## src/rtl/mult_pkg.sv

```systemverilog
`default_nettype none
// ============================================================================
// Module : mult_pkg
// Brief  : Shared constants, FSM state encoding and limb-counter sizing for
//          the wide-product sequencer built around one 8x8 multiplier.
// Rev    : 1.0  initial release
// ============================================================================
package mult_pkg;

    localparam int LIMB_W = 8;
    localparam int PP_W   = 16;

    typedef enum logic [1:0] {
        ST_IDLE = 2'd0,
        ST_MUL  = 2'd1,
        ST_DONE = 2'd2
    } state_t;

    // Width of a limb index counter; never narrower than one bit.
    function automatic int cnt_w(input int n);
        return (n > 1) ? $clog2(n) : 1;
    endfunction

endpackage
`default_nettype wire

```

## src/rtl/multiplier.sv

```systemverilog
`default_nettype none
// ============================================================================
// Module : multiplier
// Brief  : Combinational 8x8 unsigned multiplier producing a 16-bit product.
// Rev    : 1.0  initial release
// ============================================================================
module multiplier
    import mult_pkg::*;
(
    input  logic [LIMB_W-1:0] a,
    input  logic [LIMB_W-1:0] b,
    output logic [PP_W-1:0]   p
);

    // Both operands widened first so the product keeps all 16 bits.
    assign p = PP_W'(a) * PP_W'(b);

endmodule
`default_nettype wire

```

## src/rtl/mult16_sequencer.sv

```systemverilog
`default_nettype none
// ============================================================================
// Module : mult16_sequencer
// Brief  : Forms an OW x OW unsigned product by issuing one 8x8 partial
//          product per cycle to a shared multiplier and shift-accumulating.
//          Valid/ready operand input, valid/ready product output.
// Rev    : 1.0  initial release
// ============================================================================
module mult16_sequencer
    import mult_pkg::*;
#(
    parameter int N_LIMBS = 2
) (
    input  logic                       clk,
    input  logic                       rst_n,
    input  logic                       in_valid,
    output logic                       in_ready,
    input  logic [LIMB_W*N_LIMBS-1:0]  in_a,
    input  logic [LIMB_W*N_LIMBS-1:0]  in_b,
    output logic                       out_valid,
    input  logic                       out_ready,
    output logic [2*LIMB_W*N_LIMBS-1:0] out_p,
    output logic                       busy
);

    localparam int OW = LIMB_W * N_LIMBS;
    localparam int PW = 2 * OW;
    localparam int IW = cnt_w(N_LIMBS);
    localparam logic [IW-1:0] LAST = IW'(N_LIMBS - 1);

    state_t          state;
    logic [OW-1:0]   a_reg;
    logic [OW-1:0]   b_reg;
    logic [PW-1:0]   acc;
    logic [IW-1:0]   i;
    logic [IW-1:0]   j;

    logic [LIMB_W-1:0] mul_a;
    logic [LIMB_W-1:0] mul_b;
    logic [PP_W-1:0]   pp;
    logic [PW-1:0]     pp_shift;
    logic              accept;

    // Select limb i of A and limb j of B for the current partial product.
    always_comb begin
        mul_a = '0;
        mul_b = '0;
        for (int k = 0; k < N_LIMBS; k++) begin
            if (i == IW'(k)) mul_a = a_reg[k*LIMB_W +: LIMB_W];
            if (j == IW'(k)) mul_b = b_reg[k*LIMB_W +: LIMB_W];
        end
    end

    multiplier u_multiplier (
        .a (mul_a),
        .b (mul_b),
        .p (pp)
    );

    // Partial product aligned to limb weight i+j; the sum is at most
    // 2*N_LIMBS-2 limbs, so the shift always stays within the accumulator.
    assign pp_shift = PW'(pp) << (LIMB_W * (int'(i) + int'(j)));

    // DONE hands the result off and may accept the next pair in the same cycle.
    assign in_ready  = (state == ST_IDLE) || ((state == ST_DONE) && out_ready);
    assign out_valid = (state == ST_DONE);
    assign busy      = (state != ST_IDLE);
    assign out_p     = acc;
    assign accept    = in_valid && in_ready;

    // Sequencer: operand capture, inner-j/outer-i limb walk, accumulate, hand-off.
    always_ff @(posedge clk or negedge rst_n) begin
        if (!rst_n) begin
            state <= ST_IDLE;
            a_reg <= '0;
            b_reg <= '0;
            acc   <= '0;
            i     <= '0;
            j     <= '0;
        end else begin
            case (state)
                ST_IDLE: begin
                    if (accept) begin
                        a_reg <= in_a;
                        b_reg <= in_b;
                        acc   <= '0;
                        i     <= '0;
                        j     <= '0;
                        state <= ST_MUL;
                    end
                end
                ST_MUL: begin
                    acc <= acc + pp_shift;
                    if (j == LAST) begin
                        j <= '0;
                        if (i == LAST) begin
                            i     <= '0;
                            state <= ST_DONE;
                        end else begin
                            i <= i + 1'b1;
                        end
                    end else begin
                        j <= j + 1'b1;
                    end
                end
                ST_DONE: begin
                    if (out_ready) begin
                        if (in_valid) begin
                            a_reg <= in_a;
                            b_reg <= in_b;
                            acc   <= '0;
                            i     <= '0;
                            j     <= '0;
                            state <= ST_MUL;
                        end else begin
                            state <= ST_IDLE;
                        end
                    end
                end
                default: state <= ST_IDLE;
            endcase
        end
    end

endmodule
`default_nettype wire
```

## config.mk

```make
export PLATFORM = sky130hd
export DESIGN_NAME = mult16_sequencer
export DESIGN_NICKNAME = d
export VERILOG_FILES = /design/src/rtl/mult_pkg.sv /design/src/rtl/multiplier.sv /design/src/rtl/mult16_sequencer.sv
export SDC_FILE = /design/constraint.sdc
export NUM_CORES = 1
export LEC_CHECK = 0
export ABC_CLOCK_PERIOD_IN_PS = 21500
export BUFFER_PORTS_ARGS = -buffer_cell sky130_fd_sc_hd__buf_2
export CELL_PAD_IN_SITES_DETAIL_PLACEMENT = 2
export CELL_PAD_IN_SITES_GLOBAL_PLACEMENT = 2
export CORE_ASPECT_RATIO = 1.5
export CORE_MARGIN = 5
export CORE_UTILIZATION = 40
export DETAILED_ROUTE_END_ITERATION = 8
export GPL_TIMING_DRIVEN = 0
export PLACE_DENSITY = 0.86
export SYNTH_ARGS = -nofsm -noshare
export SYNTH_HDL_FRONTEND = slang
export SYNTH_SLANG_ARGS = --single-unit
```

## constraint.sdc

```tcl
create_clock -name clk -period 21.5 [get_ports clk]
set_clock_uncertainty 0.15 [all_clocks]
set_input_delay 4.3 -clock clk [delete_from_list [all_inputs] [get_ports clk]]
set_output_delay 4.3 -clock clk [all_outputs]
set_load 0.01 [all_outputs]
```

# Word-level counts from Yosys, hierarchy flattened
# Cells that the tools add are included.
op_classes:
  eq_ne: 7
  mul: 1
  muxes: 28
  n_reduce_logical: 11
  n_shift: 1
  addsub: 4
op_table:
  columns: ["op", "n"]
  rows:
  - ["$mux 16", 6]
  - ["$mux 32", 3]
  - ["$pmux 32 s3", 1]
  - ["$pmux 16 s2", 2]
  - ["$add 32x32->32", 1]
  - ["$shl 16x5->32", 1]
  - ["$mul 8x8->16", 1]
  - ["$mux 8", 2]
  - ["$reduce_and 4->1", 3]
  - ["$mux 2", 4]
  - ["$ne 2x2->1 const B", 4]
  - ["$mux 1", 7]
  - ["$pmux 1 s3", 2]
  - ["$pmux 2 s3", 1]
  - ["$reduce_and 5->1", 1]
  - ["$reduce_bool 2->1", 2]
  - ["$reduce_bool 3->1", 1]
  - ["$add 1x1->1 const B", 2]
  - ["$add 1x1->2", 1]
  - ["$eq 2x1->1 const B", 1]
  - ["$eq 2x2->1 const B", 1]
  - ["$logic_and 1x1->1", 2]
  - ["$logic_not 2->1", 1]
  - ["$ne 2x1->1 const B", 1]
  - ["$logic_or 1x1->1", 1]
word_totals:
  inputBits: 36
  register_bits: 68

# Longest topological paths before layout
logic_depth:
  word_depth: 6
  mapped_depth: 33
  depth_no_buf: 30

# Modules after synthesis
# From an unflattened synthesis, not the netlist that was laid out.
unflattened:
  cells_unflattened: 753
  hier_area_um2: 6955.4
by_module_without_submodules:
  columns: ["module", "area_per_inst_um2", "cells_each", "seq_area_each_um2", "instances"]
  rows:
  - ["mult16_sequencer", 4829.6, 510, 1701.6, 1]
  - ["multiplier", 2125.8, 243, 0.0, 1]

# Least setup slack after synthesis
# Ideal clock, no wire load.
synth_path:
  path_type: "input-to-output"
  startpoint: "input out_ready"
  endpoint: "output in_ready"
  required_ns: 17.050
  setup_slack_ns: 12.536
  stages: 2
  arrival_time_ns: 4.514
  cell_sequence: "nor2b_1 -> nor2_1"
synth_via:
  elab_chain_cells: 2
synth_rtl:
  columns: ["item", "line_no", "text"]
  rows:
  - ["from (decl)", "mult16_sequencer.sv:21", "input logic out_ready,"]
  - ["$logic_and 1x1->1", "mult16_sequencer.sv:65", "assign in_ready = (state == ST_IDLE) || ((state == ST_DONE) && out_ready);"]
  - ["$logic_or 1x1->1", "mult16_sequencer.sv:65", null]
  - ["to (decl)", "mult16_sequencer.sv:17", "output logic in_ready,"]
# No other way between the ends.

# Worst setup path after layout
layout_path:
  startpoint: "register j"
  endpoint: "register acc[30] (netlist: out_p[30])"
layout_via:
  elab_chain_cells: 5
  elab_cells_between_ends: 6
  cone_classes: "add/sub: 2; mul: 1; shift: 1; mux: 2"
layout_rtl:
  columns: ["item", "line_no", "text"]
  rows:
  - ["from (decl)", "mult16_sequencer.sv:36", "logic [IW-1:0] j;"]
  - ["from (signal assigned)", "mult16_sequencer.sv:103", "j <= j + 1'b1;"]
  - ["$mux 8", "mult16_sequencer.sv:50", "if (j == IW'(k)) mul_b = b_reg[k*LIMB_W +: LIMB_W];"]
  - ["$mul 8x8->16", "multiplier.sv:16", "assign p = PP_W'(a) * PP_W'(b);"]
  - ["$shl 16x5->32 (*)", "mult16_sequencer.sv:62", "assign pp_shift = PW'(pp) << (LIMB_W * (int'(i) + int'(j)));"]
  - ["$add 32x32->32 (*)", "mult16_sequencer.sv:93", "acc <= acc + pp_shift;"]
  - ["$pmux 32 s3 (*)", "mult16_sequencer.sv:81", "case (state)"]
  - ["to (signal assigned)", "mult16_sequencer.sv:93", null]
  - ["to (decl)", "mult16_sequencer.sv:34", "logic [PW-1:0] acc;"]
# Every way passes the cells marked *; elsewhere a longest branch is shown, timed or not.
# A chain may end at the register's enable or synchronous reset.

==> flow_summary.html <==
<table>
<tr><th>Metric</th><th>Value</th></tr>
<tr><th colspan="2">Outcome</th></tr>
<tr><td>Status</td><td>finished clean</td></tr>
<tr><th colspan="2">Die</th></tr>
<tr><td>Initial Utilization</td><td>40.43%</td></tr>
<tr><td>Area inside the core boundary</td><td>0.01605 mm2</td></tr>
<tr><td>Die H</td><td>166.0 um</td></tr>
<tr><td>IO Pins</td><td>71</td></tr>
<tr><td>Number of placement rows</td><td>57</td></tr>
<tr><td>Die Span X</td><td>114.0 um</td></tr>
<tr><td>Total die area</td><td>0.01892 mm2</td></tr>
<tr><th colspan="2">Timing</th></tr>
<tr><td>Setup_tns</td><td>0 ns</td></tr>
<tr><td>Max_slew headroom</td><td>20.03%</td></tr>
<tr><td>Setup slack of the critical path after layout</td><td>12.25 ns</td></tr>
<tr><td>Final Hold Fails</td><td>0</td></tr>
<tr><td>Post-layout min period</td><td>9.253 ns</td></tr>
<tr><td>Final Max Tran Viols</td><td>0</td></tr>
<tr><td>Worst-margin pin slew</td><td>1.166 ns</td></tr>
<tr><td>FMAX</td><td>108.1 MHz</td></tr>
<tr><td>Setup Viol. Count Final</td><td>0</td></tr>
<tr><td>Final cycle utilization of the critical path</td><td>43.04%</td></tr>
<tr><td>RSZ-0062 raised after global routing</td><td>no</td></tr>
<tr><th colspan="2">Global route</th></tr>
<tr><td>Via count of the first global-routing pass</td><td>7145</td></tr>
<tr><td>Global-route wire length before repair</td><td>39.03 mm</td></tr>
<tr><td>Global router's overall resource usage</td><td>26.68%</td></tr>
<tr><td>Aggregate global routing overflow</td><td>0</td></tr>
<tr><td>Pin count of the biggest net entering global routing</td><td>44</td></tr>
<tr><td>Initial antenna violation count</td><td>0</td></tr>
<tr><th colspan="2">Yosys</th></tr>
<tr><td>Post-Syn Instances</td><td>715</td></tr>
<tr><td>Primary flip-flop cell chosen by synthesis mapping</td><td>dfrtp_1</td></tr>
<tr><td>Sequential element share of the synthesized area</td><td>26.23%</td></tr>
<tr><td>Post-synthesis async set-or-reset flop share</td><td>100.0%</td></tr>
<tr><td>Cell area after technology mapping</td><td>0.006487 mm2</td></tr>
<tr><td>Count of synthesis-stage warnings from yosys</td><td>0</td></tr>
<tr><td>Synth unique cells</td><td>48</td></tr>
<tr><td>Number of flip-flops and latches in the synthesized netlist</td><td>68</td></tr>
<tr><td>Number of enable flip-flop cells after synthesis</td><td>0</td></tr>
<tr><td>Mapped Nets</td><td>856</td></tr>
<tr><td>Average cell area after synthesis</td><td>9.073 um2</td></tr>
<tr><th colspan="2">Detailed routing</th></tr>
<tr><td>Detailed Route WL</td><td>24.68 mm</td></tr>
<tr><td>Number of detailed-routing iterations run before antenna repair</td><td>4</td></tr>
<tr><td>Initial DRC Count</td><td>215</td></tr>
<tr><td>Number of antenna-violating nets in the routed design</td><td>0</td></tr>
<tr><td>DRC viols</td><td>0</td></tr>
<tr><td>Routed vias</td><td>5822</td></tr>
<tr><td>Routed length per instance</td><td>24.48 um</td></tr>
<tr><td>Via count normalized by instance count</td><td>5.776</td></tr>
<tr><th colspan="2">Clock network</th></tr>
<tr><td>Buffer count from post-CTS setup fixing</td><td>0</td></tr>
<tr><td>H-tree lvl count</td><td>3</td></tr>
<tr><td>Root buffer cell</td><td>clkbuf_16</td></tr>
<tr><td>Clock transition at the registers of the reported paths</td><td>0.07 ns</td></tr>
<tr><td>Clock buffer count from CTS</td><td>9</td></tr>
<tr><td>CTS hold repair buffers</td><td>0</td></tr>
<tr><td>Buffer depth of the longest clock path</td><td>2</td></tr>
<tr><td>CTS sink count</td><td>68</td></tr>
<tr><td>Resized cells post-CTS</td><td>0</td></tr>
<tr><td>Later-pin clock latency in the skew report</td><td>0.35 ns</td></tr>
<tr><td>CTS tree</td><td>done</td></tr>
<tr><th colspan="2">Final layout</th></tr>
<tr><td>Commonest cells after routing, fill and taps aside</td><td>nor2_1 (74), buf_2 (69), nand2_1 (68), ha_1 (68), dfrtp_1 (68)</td></tr>
<tr><td>Share of cells above drive strength 1</td><td>18.08%</td></tr>
<tr><td>Number of fill cells in the layout</td><td>1788</td></tr>
<tr><td>Most common cell after layout, fill and taps aside</td><td>nor2_1</td></tr>
<tr><td>Final layout net count</td><td>938</td></tr>
<tr><td>Area Growth Syn to Fin</td><td>14.43%</td></tr>
<tr><td>Ant. Diodes</td><td>0</td></tr>
<tr><td>Max reg flops</td><td>32</td></tr>
<tr><th colspan="2">Placed design</th></tr>
<tr><td>Final weighted congestion in routability-driven placement</td><td>0.8770</td></tr>
<tr><td>Port bufs</td><td>70</td></tr>
<tr><td>Pre-CTS setup slack</td><td>12.30 ns</td></tr>
<tr><td>HPWL reported at the end of detailed placement</td><td>19.08 mm</td></tr>
<tr><th colspan="2">Critical path</th></tr>
<tr><td>Kind of start point of the critical path</td><td>register</td></tr>
<tr><td>Top delay family on crit path</td><td>compound AO/OA/AOI/OAI gates</td></tr>
<tr><td>Dominant cell type by count on the critical path</td><td>fa_1</td></tr>
<tr><td>Category of the worst setup path capture point</td><td>register</td></tr>
<tr><td>CP max-delay cell</td><td>mux2i_1</td></tr>
<tr><td>Top fanout value on the critical path</td><td>10</td></tr>
<tr><td>Number of buffers and inverters on the critical path</td><td>5</td></tr>
<tr><td>Worst Path Arrival</td><td>9.31 ns</td></tr>
<tr><td>Delay contributed by the slowest stage of the critical path</td><td>0.89 ns</td></tr>
<tr><td>Critical setup path kind</td><td>reg -&gt; reg</td></tr>
<tr><td>Req. time, crit path</td><td>21.56 ns</td></tr>
<tr><th colspan="2">Hold path</th></tr>
<tr><td>Hold Path Class</td><td>reg -&gt; reg</td></tr>
<tr><th colspan="2">Flow run</th></tr>
<tr><td>Maximum capacitance violations</td><td>0</td></tr>
</table>
==> synth_stat cells, types with 2 or more instances <==
library cell  number  area (um2)
nor2_1            74       277.8
a211oi_1           5       37.54
nand4_1            2       12.51
nor2b_1           12       75.07
nand2b_1           7       43.79
mux2i_1           17       170.2
clkbuf_1          21       78.83
and2_1             6       37.54
o21bai_1          10       75.07
a31oi_1            6       37.54
a211oi_2           4       50.05
or2_2             15       93.84
nand3_1            7       35.03
o31a_1             2       17.52
o22ai_1           27       168.9
nor4_1             2       12.51
fa_1              37       740.7
xnor2_1           20       175.2
o21a_1             2       15.01
and3_1             3       18.77
mux2_2            32       360.4
nand2_1           68       255.2
o21ai_0           22       110.1
o2bb2ai_1          2       17.52
o21ai_1           12       60.06
ha_1              68       850.8
nand3b_1           2       15.01
o221ai_1           3       26.28
a21oi_1           33       165.2
dfrtp_1           68        1702
nor3_1            10       50.05
a31o_2             2       17.52
a21o_1            15       112.6
o311ai_1           2       17.52
inv_1             64       240.2
xor2_1            19       166.4
or3_1              3       18.77
==> per-stage QoR <==
step	instances	hold WS [ns]	util [%]	instance area [um2]
6_report	1008	0.3635	46.26	7423
5_1_grt	1008	0.3871	46.26	7423
4_1_cts	1008	0.3689	46.26	7423
3_5_place_dp	992	0.3529	44.36	7118
3_3_place_gp	991	0.3392	44.22	7096
2_1_floorplan	715	0.3300	-	6487
==> layer usage <==
layer  GRT usage, %  routed length [um]  up-vias
li1               -                   -     2627
met1          26.01                8660     2986
met2          52.17               13980      136
met3          3.791                 592       73
met4          14.11                1443        0
met5              0                   0        -
==> worst paths after layout <==
kind | start | endpoint | slack [ns] | depth (start not counted)
worst max-delay path | j | out_p[30] | 12.25 | 31
worst min-delay path | a_reg[9] | a_reg[9] | 0.36 | 1
worst max register to register | j | out_p[30] | 12.25 | 31
worst min register to register | a_reg[9] | a_reg[9] | 0.36 | 1
max in group asynchronous | rst_n | j | 16.89 | 2
min in group asynchronous | rst_n | out_p[1] | 3.72 | 1
==> area by class of cell <==
type	instances	area [um2]	share of cell area (%)
multi-input cells	560	4451	59.95
inverters	64	240.2	3.236
clock buffers	9	225.2	3.034
clock inverters	7	80.08	1.079
repair buffers	71	372.9	5.023
flip-flops and latches	68	1702	22.92
plain buffers	23	95.09	1.281
well taps	206	257.7	3.472
==> cells by family (layout without fill, tap and decap cells) <==
| family | Yosys count | count (layout) | share of synthesized area, % |
|---|---|---|---|
| AND/OR/NAND/NOR | 211 | 211 | 14.58 |
| adder cells (fa/ha/maj) | 105 | 105 | 24.53 |
| buffers and inverters | 87 | 174 | 5.169 |
| AO/OA/AOI/OAI | 156 | 156 | 16.05 |
| flip-flops | 68 | 68 | 26.23 |
| XOR/XNOR | 39 | 39 | 5.265 |
| multiplexers | 49 | 49 | 8.177 |
Power is not shown: default switching activity piles up to over one toggle a cycle in this logic, so the estimate is an artifact.
